### config.mk
export PLATFORM = sky130hd
export DESIGN_NAME = refi_addr_sequencer
export DESIGN_NICKNAME = d
export VERILOG_FILES = /design/src/rtl/refi_addr_sequencer.sv
export SDC_FILE = /design/constraint.sdc
export NUM_CORES = 1
export LEC_CHECK = 0
export ABC_AREA = 1
export ABC_CLOCK_PERIOD_IN_PS = 2450
export BUFFER_PORTS_ARGS = -buffer_cell sky130_fd_sc_hd__buf_2
export CORE_MARGIN = 2
export CORE_UTILIZATION = 46
export DETAILED_ROUTE_END_ITERATION = 8
export GPL_ROUTABILITY_DRIVEN = 0
export PLACE_DENSITY = 0.66
export REMOVE_ABC_BUFFERS = 1
export SLEW_MARGIN = 20
export SYNTH_ARGS = -nofsm -noshare
export SYNTH_HDL_FRONTEND = slang
export SYNTH_SLANG_ARGS = --single-unit
### constraint.sdc
create_clock -name clk -period 2.45 [get_ports clk]
set_input_delay 0.1225 -clock clk [delete_from_list [all_inputs] [get_ports clk]]
set_output_delay 0.1225 -clock clk [all_outputs]
set_load 0.01 [all_outputs]
### src/rtl/refi_addr_sequencer.sv
// REFI address sequencer: issues a strided address stream with an optional
// initial delay, inter-address gaps and repeated passes from a moving base.
module refi_addr_sequencer #(
  parameter int ADDR_WIDTH  = 6,
  parameter int DELAY_WIDTH = 6,
  parameter int REP_WIDTH   = 6
) (
  input  logic                   clk,
  input  logic                   rst,
  input  logic                   instr_start,
  input  logic [ADDR_WIDTH-1:0]  start_addr,
  input  logic [ADDR_WIDTH-1:0]  no_of_addrs,
  input  logic [DELAY_WIDTH-1:0] initial_delay,
  input  logic [ADDR_WIDTH-1:0]  step_val,
  input  logic                   step_sign,
  input  logic [DELAY_WIDTH-1:0] middle_delay,
  input  logic [REP_WIDTH-1:0]   no_of_rpts,
  input  logic [ADDR_WIDTH-1:0]  rpt_step,
  input  logic                   abort,
  output logic [ADDR_WIDTH-1:0]  addr_out,
  output logic                   addr_en,
  output logic                   busy,
  output logic                   done,
  output logic                   start_err
);

  localparam logic [1:0] S_IDLE     = 2'd0;
  localparam logic [1:0] S_INIT_DLY = 2'd1;
  localparam logic [1:0] S_ISSUE    = 2'd2;
  localparam logic [1:0] S_MID_DLY  = 2'd3;

  logic [1:0]             state_q, state_d;
  logic [DELAY_WIDTH-1:0] dly_cnt_q, dly_cnt_d;
  logic [ADDR_WIDTH-1:0]  cur_addr_q, cur_addr_d;     // address issued next / now
  logic [ADDR_WIDTH-1:0]  base_q, base_d;             // base of current repetition
  logic [ADDR_WIDTH-1:0]  addr_out_q, addr_out_d;     // holds last issued address
  logic [ADDR_WIDTH-1:0]  addr_idx_q, addr_idx_d;
  logic [REP_WIDTH-1:0]   rpt_idx_q, rpt_idx_d;
  logic [ADDR_WIDTH-1:0]  no_of_addrs_q, no_of_addrs_d;
  logic [ADDR_WIDTH-1:0]  step_val_q, step_val_d;
  logic                   step_sign_q, step_sign_d;
  logic [DELAY_WIDTH-1:0] middle_delay_q, middle_delay_d;
  logic [REP_WIDTH-1:0]   no_of_rpts_q, no_of_rpts_d;
  logic [ADDR_WIDTH-1:0]  rpt_step_q, rpt_step_d;
  logic                   done_q, done_d;

  logic [ADDR_WIDTH-1:0]  step_addr;
  logic [ADDR_WIDTH-1:0]  next_base;
  logic [ADDR_WIDTH-1:0]  next_addr;
  logic                   last_in_rpt;
  logic                   last_rpt;

  assign step_addr   = step_sign_q ? (cur_addr_q - step_val_q) : (cur_addr_q + step_val_q);
  assign next_base   = base_q + rpt_step_q;
  assign last_in_rpt = (addr_idx_q == no_of_addrs_q);
  assign last_rpt    = (rpt_idx_q == no_of_rpts_q);

  // Next-state logic: sequencing FSM, address arithmetic and field capture.
  always_comb begin
    // NOTE: every variable gets a default first so no path leaves it unassigned (no latches).
    state_d        = state_q;
    dly_cnt_d      = dly_cnt_q;
    cur_addr_d     = cur_addr_q;
    base_d         = base_q;
    addr_out_d     = addr_out_q;
    addr_idx_d     = addr_idx_q;
    rpt_idx_d      = rpt_idx_q;
    no_of_addrs_d  = no_of_addrs_q;
    step_val_d     = step_val_q;
    step_sign_d    = step_sign_q;
    middle_delay_d = middle_delay_q;
    no_of_rpts_d   = no_of_rpts_q;
    rpt_step_d     = rpt_step_q;
    done_d         = 1'b0;
    next_addr      = step_addr;

    case (state_q)
      S_IDLE: begin
        // Abort wins over a coincident start.
        if (instr_start && !abort) begin
          no_of_addrs_d  = no_of_addrs;
          step_val_d     = step_val;
          step_sign_d    = step_sign;
          middle_delay_d = middle_delay;
          no_of_rpts_d   = no_of_rpts;
          rpt_step_d     = rpt_step;
          base_d         = start_addr;
          cur_addr_d     = start_addr;
          addr_idx_d     = '0;
          rpt_idx_d      = '0;
          if (initial_delay == '0) begin
            state_d    = S_ISSUE;
            addr_out_d = start_addr;
          end else begin
            state_d   = S_INIT_DLY;
            dly_cnt_d = initial_delay;
          end
        end
      end

      S_INIT_DLY, S_MID_DLY: begin
        if (dly_cnt_q == DELAY_WIDTH'(1)) begin
          state_d    = S_ISSUE;
          addr_out_d = cur_addr_q;
        end else begin
          dly_cnt_d = dly_cnt_q - DELAY_WIDTH'(1);
        end
      end

      S_ISSUE: begin
        if (last_in_rpt && last_rpt) begin
          state_d = S_IDLE;
          done_d  = 1'b1;
        end else begin
          if (last_in_rpt) begin
            next_addr  = next_base;
            base_d     = next_base;
            addr_idx_d = '0;
            rpt_idx_d  = rpt_idx_q + REP_WIDTH'(1);
          end else begin
            addr_idx_d = addr_idx_q + ADDR_WIDTH'(1);
          end
          cur_addr_d = next_addr;
          if (middle_delay_q == '0) begin
            addr_out_d = next_addr;
          end else begin
            state_d   = S_MID_DLY;
            dly_cnt_d = middle_delay_q;
          end
        end
      end

      default: state_d = S_IDLE;
    endcase

    // Cancel discards the sequence without a done pulse; addr_out keeps its value.
    if (abort && (state_q != S_IDLE)) begin
      state_d    = S_IDLE;
      done_d     = 1'b0;
      addr_out_d = addr_out_q;
    end
  end

  // State registers with asynchronous clear of every counter and captured field.
  always_ff @(posedge clk or posedge rst) begin
    // NOTE: sequential state uses non-blocking assignments so all registers update together.
    if (rst) begin
      state_q        <= S_IDLE;
      dly_cnt_q      <= '0;
      cur_addr_q     <= '0;
      base_q         <= '0;
      addr_out_q     <= '0;
      addr_idx_q     <= '0;
      rpt_idx_q      <= '0;
      no_of_addrs_q  <= '0;
      step_val_q     <= '0;
      step_sign_q    <= 1'b0;
      middle_delay_q <= '0;
      no_of_rpts_q   <= '0;
      rpt_step_q     <= '0;
      done_q         <= 1'b0;
    end else begin
      state_q        <= state_d;
      dly_cnt_q      <= dly_cnt_d;
      cur_addr_q     <= cur_addr_d;
      base_q         <= base_d;
      addr_out_q     <= addr_out_d;
      addr_idx_q     <= addr_idx_d;
      rpt_idx_q      <= rpt_idx_d;
      no_of_addrs_q  <= no_of_addrs_d;
      step_val_q     <= step_val_d;
      step_sign_q    <= step_sign_d;
      middle_delay_q <= middle_delay_d;
      no_of_rpts_q   <= no_of_rpts_d;
      rpt_step_q     <= rpt_step_d;
      done_q         <= done_d;
    end
  end

  assign addr_out  = addr_out_q;
  assign addr_en   = (state_q == S_ISSUE);
  assign busy      = (state_q != S_IDLE);
  assign done      = done_q;
  assign start_err = instr_start && (state_q != S_IDLE);

endmodule

==> results.cfg <==
[status]
outcome = completed

[timing]
setup_viol = 0
skew_ns = 0.00769
maxClockFrequency_ghz = 0.451
worst_slew_pin_slew_ns = 0.706
hold_violations = 0
holdWs_ns = 0.0158
fin_setup_tns_ns = 0
rsz0062_at_grt = false
fin_crit_ns = 2.22
slew_headroom = 0.528
fin_ws_ns = 0.232
fin_crit_sh = 0.905
slew_viol_final = 0

[drt]
drcViolationCount = 0
vias_per_cell = 4.95
wire_per_inst_um = 12.6
drtIter0Drc = 175
ant_nets = 0
num_vias = 3815
dr.pass1.iters = 4
wl_um = 9690

[layout]
drive_above_1_share = 0.157
fin_area_um2 = 5070
diodes = 0
synthToLayoutAreaGrowth_pct = 20.9
fillers = 871
final_common_cell = nand2_1
nets = 721
final_cell_mix = 213 x nand2_1, 70 x dfrtp_1, 65 x inv_1
multiInputGateArea_um2 = 2090
seqCellArea_um2 = 1750

[worst_hold_path]
min-delay-start = middle_delay[4]
min_path_type = primary input to flip-flop

[clock_tree]
clk_path_buf_depth = 2
cts.sinks = 70
post-cts-setup-buffers = 0
clockRootBuffer = clkbuf_8
clkTransAtPathRegs_ns = 0.08
ctsHtreeMaxLevel = 3
worstSkewPairLatency_ns = 0.33
cts_tree = yes
numCtsBuffers = 9

[critical_path]
critPathTopFamily = simple AND/OR/NAND/NOR gates
crit_fanout = 3
worstPathRequired_ns = 2.67
critical_path.startpoint = step_val_q[0]
crit_chain = inv_1, ha_1, nand2_1, o21ai_1, xnor2_1, inv_1, ha_1, nand2_1, inv_1, nand4_1, nand3_1, nand3_1, nand3_1, nand2_1, nor2_1, nor2_1
cpPeakStageDelay_ns = 0.39
reg2reg_from = step_val_q[0]
worst-path-buf-inv = 3
critPathKind = flip-flop to flip-flop
arrival_ns = 2.44
end_kind = flip-flop
slowest_stage = dfrtp_1
cp-start-kind = flip-flop

[global_routing]
grt_use_total = 0.209
grt_pass1_vias = 3758
grt_max_degree = 49
grt_pass1_wl_um = 16800
antenna_found_initial = 0
gr-total-overflow = 0

[place]
pre_cts_slack_ns = 0.200
port_buffers = 56
dp_hpwl_um = 6990
dpl-instance-area_um2 = 4590

[floorplanning]
io_pins = 57
die_w_um = 99.5
design.die.area_um2 = 9900
core-area_um2 = 8760
fp-row-count = 34
die_h_um = 99.5
initial_core_util = 0.479

[synth]
synth-simple-area-share = 0.301
synthCells = 570
synth.avg_cell_area_um2 = 7.36
ys_warn_count = 0
synth_seq_area_share = 0.417
yosys.area_share.adder = 0.0543
synth_seq_cells = 70
syn_area_um2 = 4200
synthMuxAreaShare = 0
synth_xor_area_frac = 0.0292
synth-compound-area-share = 0.110
synth_cell_types = 33
synth_top_family_by_area = simple AND/OR/NAND/NOR gates

[pwr]
p_leak_uw = 0.00269
peakVddDrop_mv = 0.514
p_per_area_nw_per_um2 = 1260

[job]
drv_cap = 0
-- synth_stat cells (all sizes together) --
| master | number | share of area |
|---|---|---|
| nand2 | 215 | 0.19 |
| dfrtp | 70 | 0.42 |
| inv | 69 | 0.062 |
| o21ai | 57 | 0.072 |
| nor2 | 41 | 0.039 |
| nand3 | 31 | 0.047 |
| ha | 15 | 0.045 |
| buf | 11 | 0.019 |
| a21oi | 10 | 0.013 |
| xor2 | 9 | 0.019 |
| nand4 | 8 | 0.012 |
| a22oi | 5 | 0.0089 |
| clkbuf | 5 | 0.0045 |
| xnor2 | 5 | 0.010 |
| o22ai | 4 | 0.0060 |
| nor3 | 3 | 0.0036 |
| or2 | 3 | 0.0045 |
| a221oi | 2 | 0.0042 |
| fa | 2 | 0.0095 |
| clkinv | 1 | 0.0021 |
| nand3b | 1 | 0.0018 |
| o211ai | 1 | 0.0018 |
| o221ai | 1 | 0.0021 |
| o311ai | 1 | 0.0021 |
-- metrics by stage --
stage	total power, µW	util	std cells
after global routing	7050	0.579	770
after floorplan	4510	-	554
after global placement	5300	0.524	726
after detailed placement	5400	0.524	726
after CTS	6420	0.579	770
final	6400	0.579	770
-- metal layers --
layer  GRT usage  part of all wire  vias to the layer above
met3      0.0274             0.032                        6
met4      0.0643            0.0072                        0
met2       0.350              0.47                       60
li1            -                 -                     1982
met1       0.283              0.49                     1767
met5           0                 0                        -
-- report_power, final --
group          switching (µW)  total [µW]  internal, µW
registers                 357        2000          1640
logic                    2140        3450          1310
clock network             428         949           522
-- area by class of cell --
type | count | area share
Sequential cell | 70 | 0.345
Clock inverter | 4 | 0.00888
Inverter | 70 | 0.0528
Clock buffer | 12 | 0.0306
Tap cell | 108 | 0.0266
Multi-Input combinational cell | 414 | 0.411
Timing Repair Buffer | 92 | 0.125
-- tightest hold or removal path: stages --
cell,delay (ns)
buf_2,0.08
nand2_1,0.04
o21ai_0,0.06
-- cells by family after synthesis --
group	Yosys count
AO/OA/AOI/OAI	81
XOR/XNOR	14
flip-flops	70
buffers and inverters	86
AND/OR/NAND/NOR	302
adder cells (fa/ha/maj)	17
-- what timing repair did --
item                                    CTS  global route
hold buffers                             28             0
endpoints found under the setup margin    0             2
hold endpoints to repair                 57             0
gates resized for setup                   0             1
-- final timing paths --
| check | cells past startpoint | end | slack (ns) |
|---|---|---|---|
| setup / recovery | 16 | cur_addr_q[5] | 0.23 |
| hold / removal | 3 | middle_delay_q[4] | 0.02 |
| setup reg to reg | 16 | cur_addr_q[5] | 0.23 |
| hold reg to reg | 2 | rpt_step_q[0] | 0.49 |
| max in group asynchronous | 4 | base_q[2] | 1.33 |
| min in group asynchronous | 3 | no_of_rpts_q[2] | 0.46 |
Power figures use the tool's default switching activity.
